<file path="config.mk">
export PLATFORM = sky130hd
export DESIGN_NAME = avg_pool_arbiter_flat
export DESIGN_NICKNAME = d
export VERILOG_FILES = /design/src/rtl/avg_pool_arbiter_pkg.sv /design/src/rtl/avg_pool_arbiter_if.sv /design/src/rtl/avg_pool_arbiter_rr_pick.sv /design/src/rtl/avg_pool_arbiter.sv /design/src/flat_wrapper.sv
export SDC_FILE = /design/constraint.sdc
export NUM_CORES = 1
export LEC_CHECK = 0
export ABC_AREA = 0
export BUFFER_PORTS_ARGS = -buffer_cell sky130_fd_sc_hd__clkbuf_2
export CORE_AREA = 10 10 239 241
export DETAILED_ROUTE_END_ITERATION = 12
export DIE_AREA = 0 0 249 251
export SETUP_SLACK_MARGIN = 0.02
export SYNTH_ARGS = -nofsm -noshare
export SYNTH_HDL_FRONTEND = slang
export SYNTH_SLANG_ARGS = --single-unit
</file>
<file path="constraint.sdc">
create_clock -name clk -period 12.9 [get_ports clk]
set_input_delay 0.645 -clock clk [delete_from_list [all_inputs] [get_ports clk]]
set_output_delay 0.645 -clock clk [all_outputs]
set_load 0.005 [all_outputs]
</file>
<file path="src/rtl/avg_pool_arbiter_pkg.sv">
// Shared types and helpers for the pooling-unit arbiter.
//   DATA_W_DEF : default pixel/result width
//   WIN_SIZE   : beats per 2x2 window (TL, TR, BL, BR)
//   pool_arb_state_t : arbiter FSM states
//   idx_w(n)   : width of an index able to address n items
package avg_pool_arbiter_pkg;

  localparam int DATA_W_DEF = 32;
  localparam int WIN_SIZE   = 4;

  typedef enum logic [2:0] {
    IDLE = 3'd0,
    CLR  = 3'd1,
    FEED = 3'd2,
    WAIT = 3'd3,
    CAPT = 3'd4
  } pool_arb_state_t;

  function automatic int idx_w(input int n);
    return (n <= 1) ? 1 : $clog2(n);
  endfunction

endpackage

</file>
<file path="src/rtl/avg_pool_arbiter_if.sv">
// Bundle of every non-clock signal of the arbiter.
//   Requester side : flush, req, req_win (in); gnt, busy, rsp_valid, rsp_id, rsp_data (out)
//   Pool-unit side : pu_avg (in); pu_rst, pu_en, pu_din (out)
//   Debug          : state (current FSM state)
// Handshake: gnt is a one-cycle pulse meaning the window of that requester has been
// latched, after which the requester may drop or change req/req_win freely.
// rsp_valid is a one-cycle pulse qualifying rsp_id/rsp_data; there is no backpressure.
// modport slave is the arbiter, modport master is the environment around it.
interface avg_pool_arbiter_if
  import avg_pool_arbiter_pkg::*;
#(
  parameter int N_REQ  = 4,
  parameter int DATA_W = DATA_W_DEF
);
  localparam int ID_W = idx_w(N_REQ);

  logic                             flush;
  logic [N_REQ-1:0]                 req;
  logic [N_REQ*WIN_SIZE*DATA_W-1:0] req_win;
  logic [N_REQ-1:0]                 gnt;
  logic                             busy;
  logic                             rsp_valid;
  logic [ID_W-1:0]                  rsp_id;
  logic [DATA_W-1:0]                rsp_data;
  logic                             pu_rst;
  logic                             pu_en;
  logic [DATA_W-1:0]                pu_din;
  logic [DATA_W-1:0]                pu_avg;
  pool_arb_state_t                  state;

  modport master (
    output flush, req, req_win, pu_avg,
    input  gnt, busy, rsp_valid, rsp_id, rsp_data, pu_rst, pu_en, pu_din, state
  );

  modport slave (
    input  flush, req, req_win, pu_avg,
    output gnt, busy, rsp_valid, rsp_id, rsp_data, pu_rst, pu_en, pu_din, state
  );

endinterface

</file>
<file path="src/rtl/avg_pool_arbiter_rr_pick.sv">
// Combinational round-robin picker.
//   req    : request bits
//   ptr    : highest-priority index this round
//   onehot : one-hot of the winner (zero when nothing requested)
//   idx    : index of the winner (zero when nothing requested)
//   any    : at least one request present
module avg_pool_arbiter_rr_pick
  import avg_pool_arbiter_pkg::*;
#(
  parameter int N_REQ = 4,
  localparam int ID_W = idx_w(N_REQ)
) (
  input  logic [N_REQ-1:0] req,
  input  logic [ID_W-1:0]  ptr,
  output logic [N_REQ-1:0] onehot,
  output logic [ID_W-1:0]  idx,
  output logic             any
);

  int cand;

  // Walk from the farthest candidate back to ptr so the nearest set bit
  // (in wrapped order starting at ptr) is the last one written.
  always_comb begin
    onehot = '0;
    idx    = '0;
    any    = 1'b0;
    cand   = 0;
    for (int k = N_REQ - 1; k >= 0; k--) begin
      cand = int'(ptr) + k;
      if (cand >= N_REQ) cand = cand - N_REQ;
      if (req[cand]) begin
        idx = cand[ID_W-1:0];
        any = 1'b1;
      end
    end
    if (any) onehot[idx] = 1'b1;
  end

endmodule

</file>
<file path="src/rtl/avg_pool_arbiter.sv">
// Shares one avg_pool_unit between N_REQ requesters. Each granted requester's
// 2x2 window is latched, streamed into the unit one pixel per cycle, and the
// unit's average is returned tagged with the requester id.
//   clk, rst : clock, asynchronous active-high reset
//   bus      : avg_pool_arbiter_if.slave (requester side and pool-unit side)
// Parameters: N_REQ (2..8), DATA_W, LAT (1..15) cycles waited after the last beat.
module avg_pool_arbiter
  import avg_pool_arbiter_pkg::*;
#(
  parameter int N_REQ  = 4,
  parameter int DATA_W = DATA_W_DEF,
  parameter int LAT    = 4
) (
  input  logic               clk,
  input  logic               rst,
  avg_pool_arbiter_if.slave  bus
);

  localparam int        ID_W      = idx_w(N_REQ);
  localparam int        WIN_W     = WIN_SIZE * DATA_W;
  localparam logic [3:0] WAIT_LAST = 4'(LAT - 1);

  pool_arb_state_t   state_q;
  logic [ID_W-1:0]   ptr_q;
  logic [ID_W-1:0]   id_q;
  logic [WIN_W-1:0]  win_q;
  logic [1:0]        beat_q;
  logic [3:0]        wait_q;

  logic [N_REQ-1:0]  gnt_q;
  logic              busy_q;
  logic              rsp_valid_q;
  logic [ID_W-1:0]   rsp_id_q;
  logic [DATA_W-1:0] rsp_data_q;
  logic              pu_rst_q;
  logic              pu_en_q;
  logic [DATA_W-1:0] pu_din_q;

  logic [N_REQ-1:0]  pick_onehot;
  logic [ID_W-1:0]   pick_idx;
  logic              pick_any;
  logic [WIN_W-1:0]  pick_win;
  logic [ID_W-1:0]   ptr_next;

  avg_pool_arbiter_rr_pick #(.N_REQ(N_REQ)) u_pick (
    .req    (bus.req),
    .ptr    (ptr_q),
    .onehot (pick_onehot),
    .idx    (pick_idx),
    .any    (pick_any)
  );

  assign pick_win = bus.req_win[int'(pick_idx)*WIN_W +: WIN_W];
  assign ptr_next = (int'(pick_idx) == N_REQ - 1) ? '0 : pick_idx + ID_W'(1);

  always_ff @(posedge clk or posedge rst) begin
    if (rst) begin
      state_q     <= IDLE;
      ptr_q       <= '0;
      id_q        <= '0;
      win_q       <= '0;
      beat_q      <= '0;
      wait_q      <= '0;
      gnt_q       <= '0;
      busy_q      <= 1'b0;
      rsp_valid_q <= 1'b0;
      rsp_id_q    <= '0;
      rsp_data_q  <= '0;
      pu_rst_q    <= 1'b0;
      pu_en_q     <= 1'b0;
      pu_din_q    <= '0;
    end else if (bus.flush) begin
      // Abort: drop back to IDLE silently; ptr keeps its post-grant value.
      state_q     <= IDLE;
      gnt_q       <= '0;
      busy_q      <= 1'b0;
      rsp_valid_q <= 1'b0;
      pu_rst_q    <= 1'b0;
      pu_en_q     <= 1'b0;
    end else begin
      gnt_q       <= '0;
      rsp_valid_q <= 1'b0;
      case (state_q)
        IDLE: begin
          pu_rst_q <= 1'b0;
          pu_en_q  <= 1'b0;
          // The IDLE cycle right after CAPT carries the rsp_valid pulse;
          // arbitration waits for it to retire so a response and the next
          // grant never overlap and each window takes LAT+8 cycles.
          if (pick_any && !rsp_valid_q) begin
            gnt_q   <= pick_onehot;
            id_q    <= pick_idx;
            win_q   <= pick_win;
            ptr_q   <= ptr_next;
            busy_q  <= 1'b1;
            state_q <= CLR;
          end
        end
        CLR: begin
          pu_rst_q <= 1'b1;
          pu_en_q  <= 1'b0;
          beat_q   <= '0;
          state_q  <= FEED;
        end
        FEED: begin
          pu_rst_q <= 1'b0;
          pu_en_q  <= 1'b1;
          pu_din_q <= win_q[int'(beat_q)*DATA_W +: DATA_W];
          beat_q   <= beat_q + 2'd1;
          if (beat_q == 2'd3) begin
            wait_q  <= '0;
            state_q <= WAIT;
          end
        end
        WAIT: begin
          pu_en_q <= 1'b0;
          if (wait_q == WAIT_LAST) state_q <= CAPT;
          else                     wait_q  <= wait_q + 4'd1;
        end
        CAPT: begin
          rsp_data_q  <= bus.pu_avg;
          rsp_id_q    <= id_q;
          rsp_valid_q <= 1'b1;
          busy_q      <= 1'b0;
          state_q     <= IDLE;
        end
        default: begin
          busy_q  <= 1'b0;
          state_q <= IDLE;
        end
      endcase
    end
  end

  assign bus.gnt       = gnt_q;
  assign bus.busy      = busy_q;
  assign bus.rsp_valid = rsp_valid_q;
  assign bus.rsp_id    = rsp_id_q;
  assign bus.rsp_data  = rsp_data_q;
  assign bus.pu_rst    = pu_rst_q;
  assign bus.pu_en     = pu_en_q;
  assign bus.pu_din    = pu_din_q;
  assign bus.state     = state_q;

endmodule
</file>
<file path="src/flat_wrapper.sv">
// flat-port wrapper written by rule: the top's interface ports become plain ports
module avg_pool_arbiter_flat import avg_pool_arbiter_pkg::*;
#(
  parameter int N_REQ  = 4,
  parameter int DATA_W = DATA_W_DEF,
  parameter int LAT    = 4
)
  (clk, rst, bus_flush, bus_req, bus_req_win, bus_pu_avg, bus_gnt, bus_busy, bus_rsp_valid, bus_rsp_id, bus_rsp_data, bus_pu_rst, bus_pu_en, bus_pu_din, bus_state);
  avg_pool_arbiter_if #(.N_REQ(N_REQ), .DATA_W(DATA_W)) bus_i ();
  input  logic clk;
  input  logic rst;
  input wire logic [$bits(bus_i.flush)-1:0] bus_flush;
  input wire logic [$bits(bus_i.req)-1:0] bus_req;
  input wire logic [$bits(bus_i.req_win)-1:0] bus_req_win;
  input wire logic [$bits(bus_i.pu_avg)-1:0] bus_pu_avg;
  output wire logic [$bits(bus_i.gnt)-1:0] bus_gnt;
  output wire logic [$bits(bus_i.busy)-1:0] bus_busy;
  output wire logic [$bits(bus_i.rsp_valid)-1:0] bus_rsp_valid;
  output wire logic [$bits(bus_i.rsp_id)-1:0] bus_rsp_id;
  output wire logic [$bits(bus_i.rsp_data)-1:0] bus_rsp_data;
  output wire logic [$bits(bus_i.pu_rst)-1:0] bus_pu_rst;
  output wire logic [$bits(bus_i.pu_en)-1:0] bus_pu_en;
  output wire logic [$bits(bus_i.pu_din)-1:0] bus_pu_din;
  output wire logic [$bits(bus_i.state)-1:0] bus_state;
  assign bus_i.flush = bus_flush;
  assign bus_i.req = bus_req;
  assign bus_i.req_win = bus_req_win;
  assign bus_i.pu_avg = bus_pu_avg;
  assign bus_gnt = bus_i.gnt;
  assign bus_busy = bus_i.busy;
  assign bus_rsp_valid = bus_i.rsp_valid;
  assign bus_rsp_id = bus_i.rsp_id;
  assign bus_rsp_data = bus_i.rsp_data;
  assign bus_pu_rst = bus_i.pu_rst;
  assign bus_pu_en = bus_i.pu_en;
  assign bus_pu_din = bus_i.pu_din;
  assign bus_state = bus_i.state;
  avg_pool_arbiter #(.N_REQ(N_REQ), .DATA_W(DATA_W), .LAT(LAT)) u_core (.clk(clk), .rst(rst), .bus(bus_i));
endmodule
</file>
# After elaboration in Yosys (flattened, before gate mapping)
# Cells that the tools add are included.
totals:
  register_bits: 215
  in_bits: 551
  output_inout_bits: 77
  word_cells: 117
classes:
  addsub: 10
  n_lt_le_gt_ge: 10
  eq_ne: 13
  shifts: 2
  muxes: 49
  bitwise_logic: 1
  n_reduce_logical: 18
ops:
  columns: ["operator", "count"]
  rows:
  - ["$shiftx A512 B10 Y128", 1]
  - ["$lt A32 B4 Y1 const B", 4]
  - ["$mux W32", 4]
  - ["$shiftx A128 B8 Y32", 1]
  - ["$ge A32 B4 Y1 const B", 1]
  - ["$sub A32 B4 Y32 const B", 1]
  - ["$mux W4", 6]
  - ["$mux W1", 19]
  - ["$mux W3", 4]
  - ["$pmux W3 S4", 1]
  - ["$mux W2", 5]
  - ["$ne A3 B2 Y1 const B", 3]
  - ["$bmux W1 S2", 4]
  - ["$pmux W4 S2", 1]
  - ["$reduce_and A2 Y1", 4]
  - ["$sub A3 B3 Y4 const B", 2]
  - ["$add A2 B2 Y3 const B", 2]
  - ["$eq A3 B2 Y1 const B", 2]
  - ["$ge A3 B3 Y1 const B", 2]
  - ["$pmux W1 S2", 3]
  - ["$reduce_and A3 Y1", 2]
  - ["$reduce_bool A3 Y1", 2]
  - ["$reduce_or A3 Y1", 2]
  - ["$add A2 B1 Y2 const B", 2]
  - ["other kinds (22)", 25]

# Logic depth before layout (Yosys ltp)
depth:
  word_depth: 18
  ltp_mapped: 9
  depth_no_buf: 6

# Modules after synthesis
# A second synthesis with hierarchy kept.
hier_totals:
  cells_unflattened: 720
  hier_area_um2: 12172.9
modules_own_cells:
  columns: ["module", "n_inst", "cells_per_inst", "area_each_um2", "seq_area_each_um2"]
  rows:
  - ["avg_pool_arbiter", 1, 687, 11961.5, 5380.2]
  - ["avg_pool_arbiter_rr_pick", 1, 33, 211.5, 0.0]

# Worst setup path after synthesis
# Ideal clock, no wire load.
synth_path:
  kind: "in2reg"
  from: "input port bus_req[2]"
  to: "register u_core.win_q[10]"
  setup_time_ns: 0.096
  arrival_time_ns: 2.162
  t_required_ns: 12.804
  slack_ns: 10.642
  path_stages: 8
  path_buffers: 3
  cell_sequence: "or4_4 -> and3_1 -> clkbuf_1 -> o21a_1 -> buf_4 -> buf_6 -> and3_1 -> a311oi_2"
synth_between:
  elab_chain_len: 9
  elab_cells_between_ends: 23
  cone_classes: "shift: 1; mux: 20; reduce/logical: 2"
synth_rtl:
  columns: ["element", "line", "rtl"]
  rows:
  - ["start: declaration", "flat_wrapper.sv:13", "input wire logic [$bits(bus_i.req)-1:0] bus_req;"]
  - ["branches (longest 9 deep; another with $shiftx A512 B10 Y128)", null, null]
  - ["end signal: assignment", "avg_pool_arbiter.sv:93", "win_q <= pick_win;"]
  - ["end: declaration", "avg_pool_arbiter.sv:26", "logic [WIN_W-1:0] win_q;"]
# Parallel ways; which one is timed is not known. The select of a mux whose other input is x is not followed.
# A chain may end at the register's enable or synchronous reset.

# Worst setup path after layout
layout_path:
  from: "register u_core.ptr_q[1]"
  to: "register u_core.win_q[67]"
layout_between:
  elab_chain_len: 12
  elab_cells_between_ends: 38
  cone_classes: "add/sub: 7; order compare: 4; shift: 1; mux: 24; reduce/logical: 2"
layout_rtl:
  columns: ["element", "line", "rtl"]
  rows:
  - ["start: declaration", "avg_pool_arbiter.sv:24", "logic [ID_W-1:0] ptr_q;"]
  - ["start signal: assignment", "avg_pool_arbiter.sv:94", "ptr_q <= ptr_next;"]
  - ["branches (longest 12 deep; another with $sub A32 B4 Y32)", null, null]
# Parallel ways; which one is timed is not known. The select of a mux whose other input is x is not followed.

==> qor.yml <==
global_route:
  grt_max_degree: 154
  grt_pass1_wl_um: 83300
  antenna_found_initial: 3
  grt_pass1_vias: 13730
  grt_overflow: 0
  gr-usage-all-layers_pct: 16.70
cts:
  post_cts_buffers: 0
  cts_root_buf: "clkbuf_16"
  ctsResizeCount: 0
  clkLatencyLatePin_ns: 0.56
  cts_tree: "yes"
  cts_buffers: 26
  cts.clk_slew.worst_paths_ns: 0.06
  cts_buffer_depth: 3
  cts.sinks: 215
  holdBufCountCts: 0
  htreeDepth: 1
synth:
  synth_fa_ha_area_share_pct: 0.2889
  synth_xor_area_share_pct: 0
  synth_area_per_cell_um2: 9.228
  syn_inst: 1408
  synthMuxAreaShare_pct: 11.73
  ys_seq_elements: 215
  synth_top_family_by_area: "simple AND/OR/NAND/NOR gates"
  synth-compound-area-share_pct: 15.60
  ys_seq_area_share_pct: 41.41
  syn_nets: 1962
  synth_area_um2: 12990
  synth.distinct_cells: 42
  yosys_warnings: 0
  synth_edf_count: 0
  synthArstFlopShare_pct: 100.0
  yosys.area_share.simple_pct: 26.42
  synthFlopType: "dfrtp_1"
setup_path:
  critical_path.cell_chain: "a21boi_0 -> o221ai_4 -> buf_4 -> inv_8 -> buf_4 -> nand2_1 -> and3_1 -> a311oi_1"
  startpoint: "u_core.ptr_q[1]"
  cp-end-kind: "flip-flop"
  path_class: "reg -> reg"
  cpPeakStageDelay_ns: 0.92
  crit_arrival_ns: 4.23
  critPathLaunchType: "flip-flop"
  cp_common_cell: "buf_4"
  required_ns: 13.35
  r2r-start: "u_core.ptr_q[1]"
  path_max_fanout: 153
  critPathSlowestCell: "buf_4"
pwr:
  internal_power_mw: 1.996
  ir_worst_vdd_uv: 92.35
  p_comb_share_pct: 39.5
  p_seq_share_pct: 37.8
  leakage_nw: 8.698
  powerDensity_nw_per_um2: 184.5
  p_sw_mw: 1.218
  clkPwrFrac_pct: 22.7
  p_sw_share_pct: 37.91
timing:
  period_needed_ns: 3.774
  slew_headroom_pct: 14.55
  tightest_slew_ns: 1.282
  skew_ns: 0.02000
  drv_slew: 0
  fin_crit_sh_pct: 29.26
  setup_viol: 0
  fmaxAchievable_mhz: 264.9
  setup-tns-final_ns: 0
  hold_violations: 0
  grt_setup_unrepaired: "false"
floorplan:
  initial_utilization_pct: 24.87
  die_y_um: 251
  die_area_um2: 62500
  boundaryPins: 628
  rows: 84
  die_w_um: 249
  core-area_um2: 52240
finish:
  multi_input_area_um2: 7066
  seq_area_um2: 5385
  layout.nets: 2514
  nFillCells: 5487
  num_antenna_cells: 0
  area_delta_synth_final_pct: 34.10
  instances_no_fill: 2666
  drive_above_1_share_pct: 45.80
route:
  via_per_inst: 4.805
  num_vias: 12810
  routed_wl_um: 55110
  ant_nets: 0
  drc: 0
  wire_per_inst_um: 20.67
  dr.first_iter.drc_count: 583
  drt-pass1-iter-count: 5
min_path:
  hp-class: "in -> async"
place:
  dp.cells: 2620
  io_buffers: 627
  place.gp.congestion: 0.9102
  dpl.hpwl_um: 42490
run_status:
  status: "completed"
run:
  drv_cap: 0
synthesized netlist by cell type (6+ instances only):
master / n / area [um^2]
mux2_2: 66 / 743.2
o21ai_0: 9 / 45.04
buf_1: 6 / 22.52
nor3_1: 7 / 35.03
buf_6: 13 / 146.4
buf_2: 26 / 130.1
a311oi_1: 8 / 70.07
and3_1: 125 / 782.0
a31oi_1: 6 / 37.54
nor2_1: 137 / 514.2
nand2_1: 521 / 1956
dfrtp_1: 215 / 5380
mux2i_1: 6 / 60.06
clkbuf_1: 69 / 259.0
mux4_2: 32 / 720.7
a311oi_2: 116 / 1742
power groups by stage:
stage	sequential (mW)	combinational [mW]	clock [mW]
finish	1.22	1.27	0.731
detailed placement	1.23	1.28	0
floorplan	1.05	0.991	0
global route	1.25	1.40	0.776
global placement	1.22	1.26	0
CTS	1.22	1.29	0.759
flip-flops by register name (all words and copies together), names as in the netlist:
| register | cells |
|---|---|
| u_core.bus.pu_rst | 1 |
| u_core.ptr_q | 2 |
| u_core.bus.rsp_data | 32 |
| u_core.wait_q | 4 |
| u_core.bus.gnt | 4 |
| u_core.beat_q | 2 |
| u_core.bus.rsp_id | 2 |
| u_core.bus.pu_din | 32 |
| u_core.bus.busy | 1 |
| u_core.win_q | 128 |
| u_core.id_q | 2 |
| u_core.bus.state | 3 |
| u_core.bus.pu_en | 1 |
| u_core.bus.rsp_valid | 1 |
metal layers:
metal	routed length [um]	track usage [%]
met1	22380	20.23
met2	26150	27.69
met3	4858	5.524
met4	1707	5.052
met5	13	0
layout by cell type (no fill, tap or decap), types with 2 or more instances in the layout:
cell type | synthesis | layout
and2_1 | 2 | 2
nor2_1 | 137 | 136
clkbuf_1 | 69 | 8
clkbuf_8 | 0 | 7
a21boi_0 | 5 | 5
o21ai_0 | 9 | 9
clkinv_2 | 0 | 2
nand2_1 | 521 | 521
buf_4 | 2 | 13
ha_1 | 3 | 3
clkbuf_2 | 0 | 627
clkbuf_16 | 0 | 26
nand2b_1 | 2 | 2
a21o_1 | 2 | 2
inv_1 | 5 | 3
dfrtp_1 | 215 | 213
mux2i_1 | 6 | 6
a31oi_1 | 6 | 6
inv_8 | 0 | 2
a21oi_1 | 4 | 4
nor3_1 | 7 | 6
mux2_2 | 66 | 66
mux4_2 | 32 | 32
a311oi_1 | 8 | 8
a311oi_2 | 116 | 116
and3_1 | 125 | 124
nor2b_1 | 3 | 3
per-stage QoR:
stage	util, %	cell area (um^2)	total power [mW]	worst slack, ns	hold slack (ns)
finish	33.35	17420	3.214	9.126	0.1583
global route	33.35	17420	3.427	8.831	0.2078
global placement	31.74	16580	2.480	8.898	0.4582
CTS	33.35	17420	3.267	9.189	0.1630
detailed placement	31.74	16580	2.512	8.820	0.4682
floorplan	-	12990	2.042	6.376	0.4439
layout make-up:
| cell class | instances | area share [%] |
|---|---|---|
| clock inverter | 5 | 0.3734 |
| clock buffer | 41 | 4.460 |
| sequential | 215 | 30.91 |
| tap | 688 | 4.941 |
| multi-input combinational | 1072 | 40.55 |
| timing repair buffer | 640 | 18.57 |
| inverter | 5 | 0.1939 |
path summary, 6_finish.rpt:
path / end / slack, ns / cells after the start
worst max register to register: u_core.win_q[67] / 9.13 / 8
max in group asynchronous: u_core.win_q[40] / 11.30 / 3
worst min-delay path: u_core.win_q[25] / 0.16 / 2
worst min register to register: u_core.id_q[0] / 0.47 / 1
min in group clk: u_core.bus.rsp_data[9] / 0.31 / 2
worst max-delay path: u_core.win_q[67] / 9.13 / 8
cells by family (layout without fill, tap and decap cells):
group | after synthesis | count (layout)
simple gates | 808 | 808
flops | 215 | 215
compound gates | 157 | 157
buf+inv | 121 | 691
mux | 104 | 104
fa+ha+maj | 3 | 3
worst max-delay path, delay by kind of cell (launching register included):
kind            cells  cell delay [ns]
simple gates        2             0.33
compound gates      3             0.71
buf+inv             3             2.00
flops               1             0.43
Note: power is estimated with default switching activity, not from simulation.
